--- config.mk ---
export PLATFORM = sky130hd
export DESIGN_NAME = spi_reg_bank
export DESIGN_NICKNAME = d
export VERILOG_FILES = /design/src/rtl/spi_reg_bank_pkg.sv /design/src/rtl/spi_pin_sync.sv /design/src/rtl/spi_reg_bank.sv
export SDC_FILE = /design/constraint.sdc
export NUM_CORES = 1
export LEC_CHECK = 0
export ABC_AREA = 1
export CAP_MARGIN = 20
export CORE_MARGIN = 5
export CORE_UTILIZATION = 30
export DETAILED_ROUTE_END_ITERATION = 10
export GPL_ROUTABILITY_DRIVEN = 0
export PLACE_DENSITY_LB_ADDON = 0.15
export SYNTH_ARGS = -nofsm -noshare
export SYNTH_HDL_FRONTEND = slang
export SYNTH_HIERARCHICAL = 1
export SYNTH_SLANG_ARGS = --single-unit
export TNS_END_PERCENT = 30
--- constraint.sdc ---
create_clock -name clk -period 2.1 [get_ports clk]
set_input_delay 0.315 -clock clk [delete_from_list [all_inputs] [get_ports clk]]
set_output_delay 0.315 -clock clk [all_outputs]
set_load 0.1 [all_outputs]
--- src/rtl/spi_reg_bank_pkg.sv ---
// spi_reg_bank_pkg: shared field widths, R/W bit position and FSM states for the SPI register bank.
package spi_reg_bank_pkg;
    localparam int ADDR_FIELD_W = 7;
    localparam int CMD_W = 8;
    localparam int RW_BIT = 7;
    typedef enum logic [1:0] {IDLE, CMD, DATA, COMMIT} state_t;
endpackage

--- src/rtl/spi_pin_sync.sv ---
// spi_pin_sync: 2-flop synchroniser for an asynchronous SPI pin with rise/fall pulse detection.
module spi_pin_sync (
    input  logic clk,
    input  logic rst_n,
    input  logic pin,
    output logic level,
    output logic rise,
    output logic fall
);
    logic [2:0] sh;
    always_ff @(posedge clk or negedge rst_n)
        if (!rst_n) sh <= '0;
        else sh <= {sh[1:0], pin};
    assign level = sh[1];
    assign rise = sh[1] & ~sh[2];
    assign fall = ~sh[1] & sh[2];
endmodule

--- src/rtl/spi_reg_bank.sv ---
// spi_reg_bank: SPI mode-0 target writing a bank of registers, all logic oversampled on clk.
// Define SPI_REG_BANK_READBACK_EN to compile in register readback on cipo.
module spi_reg_bank
    import spi_reg_bank_pkg::*;
#(
    parameter int NUM_REGS = 5,
    parameter int DATA_W = 8
) (
    input  logic                       clk,
    input  logic                       rst_n,
    input  logic                       sclk,
    input  logic                       copi,
    input  logic                       ncs,
    output logic                       cipo,
    output logic                       cipo_oe,
    output logic [NUM_REGS*DATA_W-1:0] regs_flat,
    output logic                       wr_strobe,
    output logic [ADDR_FIELD_W-1:0]    wr_addr,
    output logic                       frame_err
);
    localparam int FRAME_W = CMD_W + DATA_W;
    localparam int CNT_W = $clog2(FRAME_W + 2);
    localparam logic [CNT_W-1:0] CNT_CMD = CNT_W'(CMD_W);
    localparam logic [CNT_W-1:0] CNT_FULL = CNT_W'(FRAME_W);
    localparam logic [CNT_W-1:0] CNT_SAT = CNT_W'(FRAME_W + 1);
    localparam logic [7:0] NREG = 8'(NUM_REGS);

    logic sclk_lvl, sclk_rise, sclk_fall, copi_lvl, copi_rise, copi_fall, ncs_lvl, ncs_rise, ncs_fall;
    spi_pin_sync u_sclk (.clk, .rst_n, .pin(sclk), .level(sclk_lvl), .rise(sclk_rise), .fall(sclk_fall));
    spi_pin_sync u_copi (.clk, .rst_n, .pin(copi), .level(copi_lvl), .rise(copi_rise), .fall(copi_fall));
    spi_pin_sync u_ncs (.clk, .rst_n, .pin(ncs), .level(ncs_lvl), .rise(ncs_rise), .fall(ncs_fall));

    logic unused_ok;
    assign unused_ok = ^{sclk_lvl, sclk_fall, copi_rise, copi_fall, ncs_lvl};

    state_t state, state_nxt;
    logic [CNT_W-1:0] cnt;
    logic [CMD_W-1:0] cmd, cmd_nxt;
    logic [DATA_W-1:0] data;
    logic in_frame, addr_ok, wr_ok, commit_wr;

    assign in_frame = (state == CMD) || (state == DATA);
    assign cmd_nxt = {cmd[CMD_W-2:0], copi_lvl};
    assign addr_ok = {1'b0, cmd[ADDR_FIELD_W-1:0]} < NREG;
    assign wr_ok = (cnt == CNT_FULL) && addr_ok;
    assign commit_wr = (state == COMMIT) && cmd[RW_BIT] && wr_ok;
    assign wr_strobe = commit_wr;

    always_comb begin
        state_nxt = state;
        case (state)
            IDLE:    state_nxt = ncs_fall ? CMD : IDLE;
            CMD:     state_nxt = ncs_rise ? IDLE : (cnt >= CNT_CMD ? DATA : CMD);
            DATA:    state_nxt = ncs_rise ? COMMIT : DATA;
            default: state_nxt = ncs_fall ? CMD : IDLE;
        endcase
    end

    // A new frame may open during COMMIT; the commit still sees the old fields this cycle.
    always_ff @(posedge clk or negedge rst_n)
        if (!rst_n) begin
            state <= IDLE;
            cnt <= '0;
            cmd <= '0;
            data <= '0;
            regs_flat <= '0;
            wr_addr <= '0;
        end else begin
            state <= state_nxt;
            if (ncs_fall) begin
                cnt <= '0;
                cmd <= '0;
                data <= '0;
            end else if (in_frame && sclk_rise) begin
                cnt <= (cnt == CNT_SAT) ? cnt : cnt + CNT_W'(1);
                if (cnt < CNT_CMD) cmd <= cmd_nxt;
                else data <= {data[DATA_W-2:0], copi_lvl};
            end
            if (commit_wr) wr_addr <= cmd[ADDR_FIELD_W-1:0];
            for (int i = 0; i < NUM_REGS; i++)
                if (commit_wr && cmd[ADDR_FIELD_W-1:0] == ADDR_FIELD_W'(i))
                    regs_flat[i*DATA_W +: DATA_W] <= data;
        end

`ifdef SPI_REG_BANK_READBACK_EN
    logic [DATA_W-1:0] tx, rd_word;
    logic rd_ok;
    always_comb begin
        rd_word = '0;
        for (int i = 0; i < NUM_REGS; i++)
            if (cmd_nxt[ADDR_FIELD_W-1:0] == ADDR_FIELD_W'(i)) rd_word = regs_flat[i*DATA_W +: DATA_W];
    end
    assign rd_ok = !cmd_nxt[RW_BIT] && ({1'b0, cmd_nxt[ADDR_FIELD_W-1:0]} < NREG);
    always_ff @(posedge clk or negedge rst_n)
        if (!rst_n) begin
            tx <= '0;
            cipo <= 1'b0;
            cipo_oe <= 1'b0;
        end else if (ncs_rise || ncs_fall) begin
            tx <= '0;
            cipo <= 1'b0;
            cipo_oe <= 1'b0;
        end else if (in_frame && sclk_rise && cnt == CNT_CMD - CNT_W'(1)) begin
            tx <= rd_ok ? rd_word : '0;
            cipo_oe <= rd_ok;
        end else if (cipo_oe && sclk_fall) begin
            cipo <= tx[DATA_W-1];
            tx <= {tx[DATA_W-2:0], 1'b0};
        end
    assign frame_err = (state == COMMIT) && (cmd[RW_BIT] ? !wr_ok : !addr_ok);
`else
    assign cipo = 1'b0;
    assign cipo_oe = 1'b0;
    assign frame_err = (state == COMMIT) && cmd[RW_BIT] && !wr_ok;
`endif
endmodule

Yosys cells after proc, flatten, opt, wreduce, memory -nomap -nowiden

Index checks and enable logic that the tools add are counted.

Add/subtract/negate cells: 1
Magnitude comparators: 3
Equality and inequality tests: 11
Multiplexer cells: 14
Bitwise gates (word level): 6
Reductions and logical operators: 18

Operators by type and width:

| cell                  | count |
|---|---|
| $mux W8               | 6 |
| $mux W5               | 3 |
| $eq A7 B2 Y1 const B  | 2 |
| $eq A5 B5 Y1 const B  | 2 |
| $logic_and A1 B1 Y1   | 10 |
| $eq A7 B1 Y1 const B  | 1 |
| $eq A7 B3 Y1 const B  | 1 |
| $logic_not A7 Y1      | 1 |
| $lt A7 B3 Y1 const B  | 1 |
| $reduce_and A2 Y1     | 3 |
| $add A5 B1 Y5 const B | 1 |
| $ge A5 B4 Y1 const B  | 1 |
| $lt A5 B4 Y1 const B  | 1 |
| $eq A2 B2 Y1 const B  | 2 |
| $mux W2               | 2 |
| $ne A2 B2 Y1 const B  | 2 |
| $pmux W2 S2           | 1 |
| $reduce_bool A2 Y1    | 2 |
| $and A1 B1 Y1         | 3 |
| $not A1 Y1            | 3 |
| $eq A2 B1 Y1 const B  | 1 |
| $mux W1               | 2 |
| $logic_not A1 Y1      | 1 |
| $logic_or A1 B1 Y1    | 1 |

Bits in registers: 78
Input port bits: 5
Output and inout bits: 51

Logic depth before layout (Yosys ltp)

Word-level depth: 5
Depth in mapped cells: 10
Gate-level depth less buffers: 9

Cells and area by module

Netlist, hierarchy kept.

Modules (own cells, without submodules):

| module       | instances | cells an instance | area each (sq um) | sequential area each (sq um) |
|---|---|---|---|---|
| spi_reg_bank | 1         | 340               | 3185.6            | 1751.7 |
| spi_pin_sync | 3         | 7                 | 90.1              | 75.1 |

Worst setup path after synthesis

OpenSTA, ideal clock, no wires.

Path kind: register -> output
Start point: register cnt[0]
End point: output port frame_err
Arrival: 2.318 ns
Data required time: 1.785 ns
Path slack: -0.533 ns
Stages on the path, launching flop included: 9
Cells stage by stage: dfrtp_1 > inv_1 > ha_1 > nand2_1 > nor2_1 > nand2_1 > nor2_4 > buf_4 > nor2_1

Word-level cells in the longest chain between the ends: 4

Ends and longest elaborated chain:

| what                   | RTL line            | text |
|---|---|---|
| from (decl)            | spi_reg_bank.sv:37  | `logic [CNT_W-1:0] cnt;` |
| from (signal assigned) | spi_reg_bank.sv:75  | `cnt <= (cnt == CNT_SAT) ? cnt : cnt + CNT_W'(1);` |
| $eq A5 B5 Y1           | spi_reg_bank.sv:45  | `assign wr_ok = (cnt == CNT_FULL) && addr_ok;` |
| $logic_and A1 B1 Y1    | spi_reg_bank.sv:45  |  |
| $logic_not A1 Y1       | spi_reg_bank.sv:114 | `assign frame_err = (state == COMMIT) && cmd[RW_BIT] && !wr_ok;` |
| $logic_and A1 B1 Y1    | spi_reg_bank.sv:114 |  |
| to (decl)              | spi_reg_bank.sv:19  | `output logic frame_err` |

No other way between the ends.

Worst setup path in the final report

Start point: register cnt[0]
End point: output port wr_strobe

Word-level cells in the longest chain between the ends: 3

Ends and longest elaborated chain:

| what                | RTL line           | text |
|---|---|---|
| $eq A5 B5 Y1        | spi_reg_bank.sv:45 |  |
| $logic_and A1 B1 Y1 | spi_reg_bank.sv:45 |  |
| $logic_and A1 B1 Y1 | spi_reg_bank.sv:46 | `assign commit_wr = (state == COMMIT) && cmd[RW_BIT] && wr_ok;` |
| to (decl)           | spi_reg_bank.sv:17 | `output logic wr_strobe,` |

No other way between the ends.

==> impl_metrics.py <==
metrics = {
    "critical_path": {
        "cpLargestDelayFamily": "flip-flops",
        "worst-endpoint-arrival_ns": 1.68,
        "timing.setup.critical_path_class": "reg2out",
        "timing.critical_path.from_type": "flip-flop",
        "critical_path.slowest_cell": "dfrtp_2",
        "critPathMaxFanout": 5,
        "critical_path.endpoint_type": "output pin",
        "worstPathCellList": "inv_2 -> ha_4 -> nand2_2 -> nor2_1 -> nand2_1 -> nor2_4 -> nand2_2 -> inv_2 -> buf_12",
        "worst_ep_required_time_ns": 1.78,
        "critical_path_max_stage_delay_ns": 0.43,
        "buf_inv_stages_crit_path": 3,
    },
    "cells_and_area": {
        "final_net_count": 432,
        "layout-drive-gt1-share_pct": 25.6,
        "diodes": 0,
        "instances_no_fill": 569,
        "syn2layout_area_growth_pct": 29.9,
    },
    "sta": {
        "final.min_clock_period_ns": 1.99,
        "timing_hold_violations_final": 0,
        "f_max_mhz": 501,
        "worst_slack_ns": 0.105,
        "finalClockSkew_ns": 0.0108,
        "setup_viol": 0,
        "drv_slew": 0,
        "fin_crit_sh_pct": 95.0,
    },
    "floorplanning": {
        "core.rowCount": 39,
        "die_height_um": 117,
        "floorplan.die.width_um": 117,
        "pin_count": 56,
        "die-area_um2": 13600,
        "floorplan.initialDensity_pct": 30.2,
        "design.core.area_um2": 11300,
    },
    "min_path": {
        "min-delay-path-class": "reg2reg",
    },
    "route": {
        "vias": 2677,
        "drc_errors": 0,
        "detailedRoute.firstIterationViolations": 172,
        "antenna_violation_net_count_after_detailed_routing": 0,
        "routed_via_density": 4.70,
        "wl_um": 8270,
        "dr.pass1.iters": 4,
        "wire_per_inst_um": 14.5,
    },
    "status": {
        "outcome": "finished clean",
    },
    "flow_run": {
        "drv_cap": 0,
    },
    "power_and_ir_drop": {
        "netSwitchingFraction_pct": 25.5,
        "cell_internal_pwr_mw": 2.89,
        "peakVddDrop_mv": 0.413,
        "leakage_nw": 2.36,
        "clk_network_pwr_share_pct": 46.6,
        "p_comb_share_pct": 11.6,
        "powerDensity_nw_per_um2": 875,
        "net-switching-power_mw": 0.988,
        "power_frac_seq_pct": 41.8,
    },
    "clock_tree": {
        "cts_max_path_buffers": 2,
        "clock_pin_slew_worst_setup_and_hold_paths_ns": 0.06,
        "cts_tree": "built",
        "insertion_delay_ns": 0.34,
        "cts_sinks": 78,
        "h_tree_lvl_count": 3,
        "cts-root-buf": "clkbuf_16",
        "cts-buffers-inserted": 9,
    },
    "place": {
        "post_place_setup_slack_ns": 0.296,
        "place_hpwl_um": 5640,
        "dpl.cell_count": 548,
        "port_buffers": 53,
    },
    "logic_synthesis": {
        "syn_avg_cell_area_um2": 9.63,
        "post_synth_instance_area_um2": 3410,
        "synth_cells": 354,
        "ys_warn_count": 6,
    },
    "global_routing": {
        "gr-usage-all-layers_pct": 12.8,
        "grt_antenna_before_repair": 0,
        "grt_pass1_vias": 2637,
        "grt_max_degree": 47,
        "global_route_wire_length_before_repair_um": 13400,
        "overflow": 0,
    },
}
flip-flops by register name, summed over array words and instances, names as in the netlist:
signal and flops:
u_ncs/sh 3, u_copi/sh 2, state 2, cmd 8, u_sclk/sh 3, data 8
regs_flat 40, wr_addr 7, cnt 5
layout make-up:
cell class	count	area (um^2)
fill	1150	6840
sequential	78	1950
multi-input combinational	229	1260
timing repair buffer	66	551
clock buffer	9	225
tap	143	179
inverter	37	139
clock inverter	7	120
metrics by stage:
| stage | power [mW] | util (%) | hold slack, ns | setup TNS, ns | cell area [um^2] |
|---|---|---|---|---|---|
| 5_1_grt | 4.05 | 39.3 | 0.358 | -0.00681 | 4430 |
| 6_report | 3.87 | 39.3 | 0.348 | 0 | 4430 |
| 2_1_floorplan | 1.91 | - | 0.0194 | -0.0468 | 3420 |
| 4_1_cts | 3.85 | 38.9 | 0.351 | 0 | 4390 |
| 3_3_place_gp | 2.01 | 35.7 | 0.295 | 0 | 4020 |
| 3_5_place_dp | 2.02 | 35.7 | 0.297 | 0 | 4020 |
layer usage:
| metal | vias up | track usage [%] | routed length (um) | part of all wire (%) |
|---|---|---|---|---|
| li1 | 1326 | - | - | - |
| met1 | 1284 | 16.9 | 3790 | 46 |
| met2 | 63 | 20.3 | 3940 | 48 |
| met3 | 4 | 3.78 | 466 | 5.6 |
| met4 | 0 | 4.28 | 73 | 0.88 |
| met5 | - | 0 | 0 | 0 |
power groups by stage:
stage	clock network [mW]	registers, mW	logic, mW
4_1_cts	1.85	1.62	0.380
3_3_place_gp	0	1.64	0.368
2_1_floorplan	0	1.63	0.273
6_report	1.81	1.62	0.450
3_5_place_dp	0	1.65	0.375
5_1_grt	1.92	1.63	0.507
worst reg2reg max path: cells and delay by family (launching register included):
kind          cells  cell delay, ns
buf+inv           4            0.63
fa+ha+maj         1            0.13
flops             1            0.43
simple gates      6            0.54
cells in the final DEF (no fill, tap or decap):
cell type,instances
nor2_1,12
clkinv_4,1
nand3b_1,1
bufinv_16,3
buf_12,3
inv_2,4
conb_1,2
o21ai_2,3
a21oi_2,1
o21bai_1,1
ha_1,5
o21ai_0,6
clkinv_1,1
nand2_1,102
clkinv_2,1
nand3_1,12
a21oi_1,2
buf_8,1
nand2_2,2
inv_6,1
dlygate4sd3_1,1
or2_2,1
o21ai_1,1
nor2_2,3
a22oi_1,1
nand4_1,42
ha_4,1
dfrtp_1,77
nor2_4,9
o22ai_1,16
nand2_4,1
nand4_2,5
dfrtp_2,1
clkbuf_16,9
clkdlybuf4s50_1,3
buf_4,58
inv_1,32
clkinvlp_4,1
final timing paths:
check                        startpoint       endpoint  slack [ns]  cells past startpoint
setup / recovery                 cnt[0]      wr_strobe        0.11                      9
hold / removal             u_sclk/sh[0]   u_sclk/sh[1]        0.35                      0
setup reg to reg                 cnt[0]  regs_flat[15]        0.30                     11
hold reg to reg            u_sclk/sh[0]   u_sclk/sh[1]        0.35                      0
max in group asynchronous         rst_n   regs_flat[1]        1.02                      3
min in group asynchronous         rst_n   regs_flat[9]        0.47                      2
timing repair:
action / in CTS / in global routing
pin swaps: 0 / 3
endpoints found under the setup margin: 1 / 2
resized for setup: 3 / 6
hold buffers: 1 / 0
endpoints found under the hold margin: 32 / 0
gates cloned: 0 / 0
buffers inserted: 1 / 3
No activity file was read; power rests on OpenSTA's default activity.
